===== src/rtl/data_memory_sync_pkg.sv =====
`default_nettype none
// ============================================================================
// data_memory_pkg : shared types and default sizes for data_memory_sync
// Revision: 1.0
// ============================================================================
package data_memory_pkg;

  typedef enum logic {
    MEM_IDLE  = 1'b0,
    MEM_CLEAR = 1'b1
  } mem_state_t;

  localparam int c_DEFAULT_DATA_WIDTH = 8;
  localparam int c_DEFAULT_ADDR_WIDTH = 8;

endpackage
`default_nettype wire


===== src/rtl/data_memory_sync_clear_seq.sv =====
`default_nettype none
// ============================================================================
// mem_clear_sequencer : IDLE/CLEAR state machine driving a word-per-cycle sweep
// Revision: 1.0
// ============================================================================
module mem_clear_sequencer
  import data_memory_pkg::*;
#(
  parameter int ADDR_WIDTH     = c_DEFAULT_ADDR_WIDTH,
  parameter bit CLEAR_ON_RESET = 1'b1
) (
  input  logic                  clk,
  input  logic                  reset,
  input  logic                  clearRequest,
  output logic                  clrActive,
  output logic [ADDR_WIDTH-1:0] clrAddr,
  output logic                  Ready
);

  // One extra bit keeps the terminal compare from wrapping.
  localparam logic [ADDR_WIDTH:0] c_LAST = {1'b0, {ADDR_WIDTH{1'b1}}};

  mem_state_t            r_state;
  logic [ADDR_WIDTH:0]   r_clr_count;
  logic                  r_ready;

  always_ff @(posedge clk or posedge reset) begin
    if (reset) begin
      r_state     <= CLEAR_ON_RESET ? MEM_CLEAR : MEM_IDLE;
      r_clr_count <= '0;
      r_ready     <= 1'b0;
    end else begin
      case (r_state)
        MEM_CLEAR: begin
          r_clr_count <= r_clr_count + 1'b1;
          if (r_clr_count == c_LAST) begin
            r_state <= MEM_IDLE;
            r_ready <= 1'b1;
          end
        end
        MEM_IDLE: begin
          // Ready gates the request so the first post-reset cycle cannot start a sweep.
          if (r_ready && clearRequest) begin
            r_state     <= MEM_CLEAR;
            r_clr_count <= '0;
            r_ready     <= 1'b0;
          end else begin
            r_ready <= 1'b1;
          end
        end
        default: begin
          r_state     <= MEM_CLEAR;
          r_clr_count <= '0;
          r_ready     <= 1'b0;
        end
      endcase
    end
  end

  assign clrActive = (r_state == MEM_CLEAR);
  assign clrAddr   = r_clr_count[ADDR_WIDTH-1:0];
  assign Ready     = r_ready;

endmodule
`default_nettype wire


===== src/rtl/data_memory_sync.sv =====
`default_nettype none
// ============================================================================
// data_memory_sync : synchronous data memory, registered read, write-first
//                    bypass and a sequential clear sweep gated by Ready
// Revision: 1.0
// ============================================================================
module data_memory_sync
  import data_memory_pkg::*;
#(
  parameter int DATA_WIDTH     = c_DEFAULT_DATA_WIDTH,
  parameter int ADDR_WIDTH     = c_DEFAULT_ADDR_WIDTH,
  parameter bit CLEAR_ON_RESET = 1'b1
) (
  input  logic                  clk,
  input  logic                  reset,
  input  logic                  writeEnable,
  input  logic                  readEnable,
  input  logic                  clearRequest,
  input  logic [ADDR_WIDTH-1:0] Address,
  input  logic [DATA_WIDTH-1:0] WriteData,
  output logic [DATA_WIDTH-1:0] ReadData,
  output logic                  ReadValid,
  output logic                  Ready
);

  localparam int c_DEPTH = 1 << ADDR_WIDTH;

  logic                  w_clr_active;
  logic [ADDR_WIDTH-1:0] w_clr_addr;
  logic                  w_ready;
  logic                  w_wr_accept;
  logic                  w_rd_accept;
  logic                  w_mem_we;
  logic [ADDR_WIDTH-1:0] w_mem_waddr;
  logic [DATA_WIDTH-1:0] w_mem_wdata;

  logic [DATA_WIDTH-1:0] r_mem [c_DEPTH];
  logic [DATA_WIDTH-1:0] r_read_data;
  logic                  r_read_valid;

  mem_clear_sequencer #(
    .ADDR_WIDTH     (ADDR_WIDTH),
    .CLEAR_ON_RESET (CLEAR_ON_RESET)
  ) u_clear_seq (
    .clk          (clk),
    .reset        (reset),
    .clearRequest (clearRequest),
    .clrActive    (w_clr_active),
    .clrAddr      (w_clr_addr),
    .Ready        (w_ready)
  );

  // A clear request wins over any user access issued in the same cycle.
  assign w_wr_accept = w_ready & writeEnable & ~clearRequest;
  assign w_rd_accept = w_ready & readEnable  & ~clearRequest;

  assign w_mem_we    = w_clr_active | w_wr_accept;
  assign w_mem_waddr = w_clr_active ? w_clr_addr : Address;
  assign w_mem_wdata = w_clr_active ? '0 : WriteData;

  always_ff @(posedge clk) begin
    if (w_mem_we) begin
      r_mem[w_mem_waddr] <= w_mem_wdata;
    end
  end

  always_ff @(posedge clk or posedge reset) begin
    if (reset) begin
      r_read_data  <= '0;
      r_read_valid <= 1'b0;
    end else begin
      r_read_valid <= w_rd_accept;
      if (w_rd_accept) begin
        r_read_data <= w_wr_accept ? WriteData : r_mem[Address];
      end
    end
  end

  assign ReadData  = r_read_data;
  assign ReadValid = r_read_valid;
  assign Ready     = w_ready;

endmodule
`default_nettype wire

===== config.mk =====
export PLATFORM = sky130hd
export DESIGN_NAME = data_memory_sync
export DESIGN_NICKNAME = d
export VERILOG_FILES = /design/src/rtl/data_memory_sync_pkg.sv /design/src/rtl/data_memory_sync_clear_seq.sv /design/src/rtl/data_memory_sync.sv
export SDC_FILE = /design/constraint.sdc
export NUM_CORES = 2
export LEC_CHECK = 0
export CORE_MARGIN = 2
export CORE_UTILIZATION = 40
export CTS_BUF_LIST = sky130_fd_sc_hd__clkbuf_4
export CTS_CLUSTER_SIZE = 30
export DETAILED_ROUTE_END_ITERATION = 6
export GPL_TIMING_DRIVEN = 0
export PLACE_DENSITY = 0.66
export SLEW_MARGIN = 10
export SYNTH_ARGS = -nofsm -noshare
export SYNTH_HDL_FRONTEND = slang
export SYNTH_SLANG_ARGS = --single-unit

===== constraint.sdc =====
create_clock -name clk -period 8.25 [get_ports clk]
set_clock_uncertainty 0.05 [all_clocks]
set_input_delay 1.2375 -clock clk [delete_from_list [all_inputs] [get_ports clk]]
set_output_delay 1.2375 -clock clk [all_outputs]
set_load 0.1 [all_outputs]

==> results by group <==
Outcome
  • Status: finished with violations
  • Failing checks: capacitance limit, slew limit

Floorplanning
  • Core area: 200000 µm²
  • Std-Cell Rows: roughly 160
  • Chip Width: 453 µm
  • I/O Pins: 31
  • Die Area: 205000 µm²
  • Initial Util: 40.3%
  • Die Ht: approximately 450 µm

Placed design
  • DP Wirelength: 178000 µm
  • Place WS: 979 ps
  • GP Congestion: between 1 and 1.5
  • Number of port buffers: 27

Power and ir drop
  • Combinational share of power: 5.2%
  • Static leakage: 0.0286 µW
  • Clock group share of total power: 40.6%
  • Power Total: roughly 21000 µW
  • Switching pwr: 4900 µW
  • PwrDens: 228 nW/µm²
  • Worst vdd ir: between 0.15 and 0.2 mV
  • Sw Share: between 20% and 30%
  • Int Power: 16100 µW
  • Flop pwr share: 54.2%

Yosys
  • Synth area leaders: edfxtp_1 (76%), mux4_2 (13%), mux2i_1 (1.7%)
  • Post-synth ARST share: 0.967%
  • Synth cell count leaders: edfxtp_1 (2048), mux4_2 (463), nor2_1 (283)
  • Yosys cell types: 63
  • Post-synth top flop: edfxtp_1
  • Synth Cell Area: 80600 µm²
  • Ys Warns: 0
  • #FFs+latches synth: 2068
  • Area share of the leading cell type in the synthesized netlist: 76.3%
  • Post-synth EDFFs: around 2000
  • Register area share after synthesis: 76.9%
  • Synth Area per Inst: 21.1 µm²
  • Post-synth top area cell: edfxtp_1
  • Post-Syn Instances: ~3800
  • Syn nets: 3852
  • Most common cell in the netlist: edfxtp_1

Global route
  • All-Layer GR Usage: about a quarter
  • First-pass GRT wire length: about 360000 µm
  • Initial antenna violation count: 15
  • M2 GR Usage: 37.3%
  • M3 GR Usage: under 10%
  • Total global routing overflow: 0
  • Most Crowded Layer GR: met2
  • Largest net degree at the start of global routing: 45
  • Met1 Use GR: between 30% and 40%
  • Vias in the first global route: 44600

Min path
  • HP Class: in2async

Critical path
  • CP required: ~9400 ps
  • CP max stage delay: 1210 ps
  • Startpoint type of the worst setup path: primary input
  • CP dominant cell by count: clkbuf_1
  • Slowest cell on crit path: buf_1
  • Worst-path fanout max: 10
  • WP data arrival: 7560 ps
  • Crit-path cells: clkdlybuf4s50_1, buf_2, buf_1, nor2_1, clkbuf_1, clkbuf_1, a221oi_1, o22ai_1, o21ai_0, o31ai_1
  • CP endpoint kind: flip-flop
  • Worst Setup Path Type: in2reg

Timing
  • Final period util: 77.7%
  • Fin. Hold Viols: 0
  • Slew at the pin with the worst max-slew slack: 1580 ps
  • Final setup fails: 0
  • Final worst slack: between 1500 and 2000 ps
  • Final min period: 6410 ps
  • Max-slew headroom: -5.46%
  • Max frequency: 156 MHz
  • Final Max Tran Viols: 11
  • Min Hold Slack: 281 ps
  • Setup TNS: 0 ps
  • RSZ-0062 raised after global routing: no

CTS
  • Clock Path Buffers: 4
  • H-tree depth: 6
  • Worst-path clk slew: 60 ps
  • Post-CTS Hold Fix Bufs: 0
  • Post-CTS setup buffer count: 0
  • Worst skew pair latency: 1370 ps
  • Clk sink count: 2068
  • # resized after CTS: 0
  • TritonCTS buffer count: 533
  • Clock tree from TritonCTS: built
  • CTS root buf: clkbuf_4

Route
  • DR vias/cell: 6.22
  • Drt wl/cell: 35.9 µm
  • Drt drc: 0
  • Total number of vias: 46200
  • Drt total wl: 267000 µm
  • TritonRoute pass-1 iters: 7
  • Antenna Nets Post-Route: 0
  • DRT iter0 DRCs: 8884

Layout
  • Syn-to-layout area delta: 13.9%
  • Final #Nets: 4470
  • Layout cell share with drive strength beyond 1: between 30% and 40%
  • Fin util: 45.9%

Job
  • Max Cap Viol: 3
[final cells by class]
class	count	area, µm²
Fill cell	16800	108000
Antenna cell	9	22.5
Buffer	228	1490
Sequential cell	2068	62000
Multi-Input combinational cell	1522	17200
Timing Repair Buffer	83	1510
Inverter	11	41.3
Tap cell	2656	3320
Clock buffer	737	5530
Clock inverter	112	683
[cells by family after synthesis]
kind of cell,count (synthesis),synth area share (%)
DFF,2068,76.9
buffers and inverters,239,1.89
AOI/OAI and AO/OA,402,3.45
and+or+nand+nor,505,2.71
muxes,613,15.0
adders and majority gates,2,0.0310
[worst max-delay path, delay by kind of cell]
kind	cells	cell delay [ps]
AND/OR/NAND/NOR	1	240
buffers and inverters	5	3770
AO/OA/AOI/OAI	4	2270
[routing by layer]
layer | up-vias | wire length, µm | part of all wire [%]
li1 | 17600 | - | -
met1 | 23800 | 94400 | 35
met2 | 3988 | 116000 | 44
met3 | 805 | 37400 | 14
met4 | 4 | 18700 | 7.0
met5 | - | 27 | 0.010
[metrics by stage]
stage | instance area, µm² | std cells
floorplan | 80600 | 3829
global placement | 84200 | 6512
detailed placement | 85500 | 6568
CTS | 91800 | 7417
global route | 91800 | 7424
finish | 91800 | 7426
[final timing paths]
check | slack (ps) | cells after the start | startpoint | end
max in group asynchronous | 7330 | 2 | reset | u_clear_seq.r_clr_count[3]
worst max-delay path | 1840 | 10 | Address[2] | ReadData[6]
worst min-delay path | 280 | 2 | reset | u_clear_seq.r_clr_count[5]
worst min register to register | 490 | 1 | ReadData[2] | ReadData[2]
worst max register to register | 3050 | 6 | u_clear_seq.clrActive | r_mem[240][7]
min in group clk | 490 | 1 | ReadData[2] | ReadData[2]
[flip-flops by register name (all words and copies together), names as in the netlist]
signal and flops:
r_mem 2048, u_clear_seq.r_clr_count 9, ReadData 8, ReadValid 1, u_clear_seq.Ready 1, u_clear_seq.clrActive 1
[power by group through the flow]
stage | clock network (µW) | logic (µW) | registers, µW
floorplan | 0 | 513 | 11700
global placement | 0 | 1040 | 11600
detailed placement | 0 | 1040 | 11600
CTS | 8530 | 1050 | 11400
global route | 9080 | 1070 | 11400
finish | 8520 | 1090 | 11400
[cell usage in the layout (no fill, tap or decap), drive strengths merged, types with 9 or more instances in the layout]
| master | n |
|---|---|
| a211oi | 11 |
| a21oi | 88 |
| a221oi | 28 |
| a22o | 25 |
| a22oi | 97 |
| a31oi | 11 |
| buf | 205 |
| bufinv | 9 |
| clkbuf | 816 |
| clkdlybuf4s50 | 27 |
| clkinv | 85 |
| dfrtp | 19 |
| diode | 9 |
| edfxtp | 2048 |
| inv | 25 |
| mux2i | 135 |
| mux4 | 473 |
| nand2 | 91 |
| nand3 | 41 |
| nor2 | 284 |
| nor2b | 20 |
| nor3 | 15 |
| o21ai | 47 |
| o221ai | 29 |
| o22ai | 26 |
| o31ai | 11 |
Power figures use the tool's default switching activity.
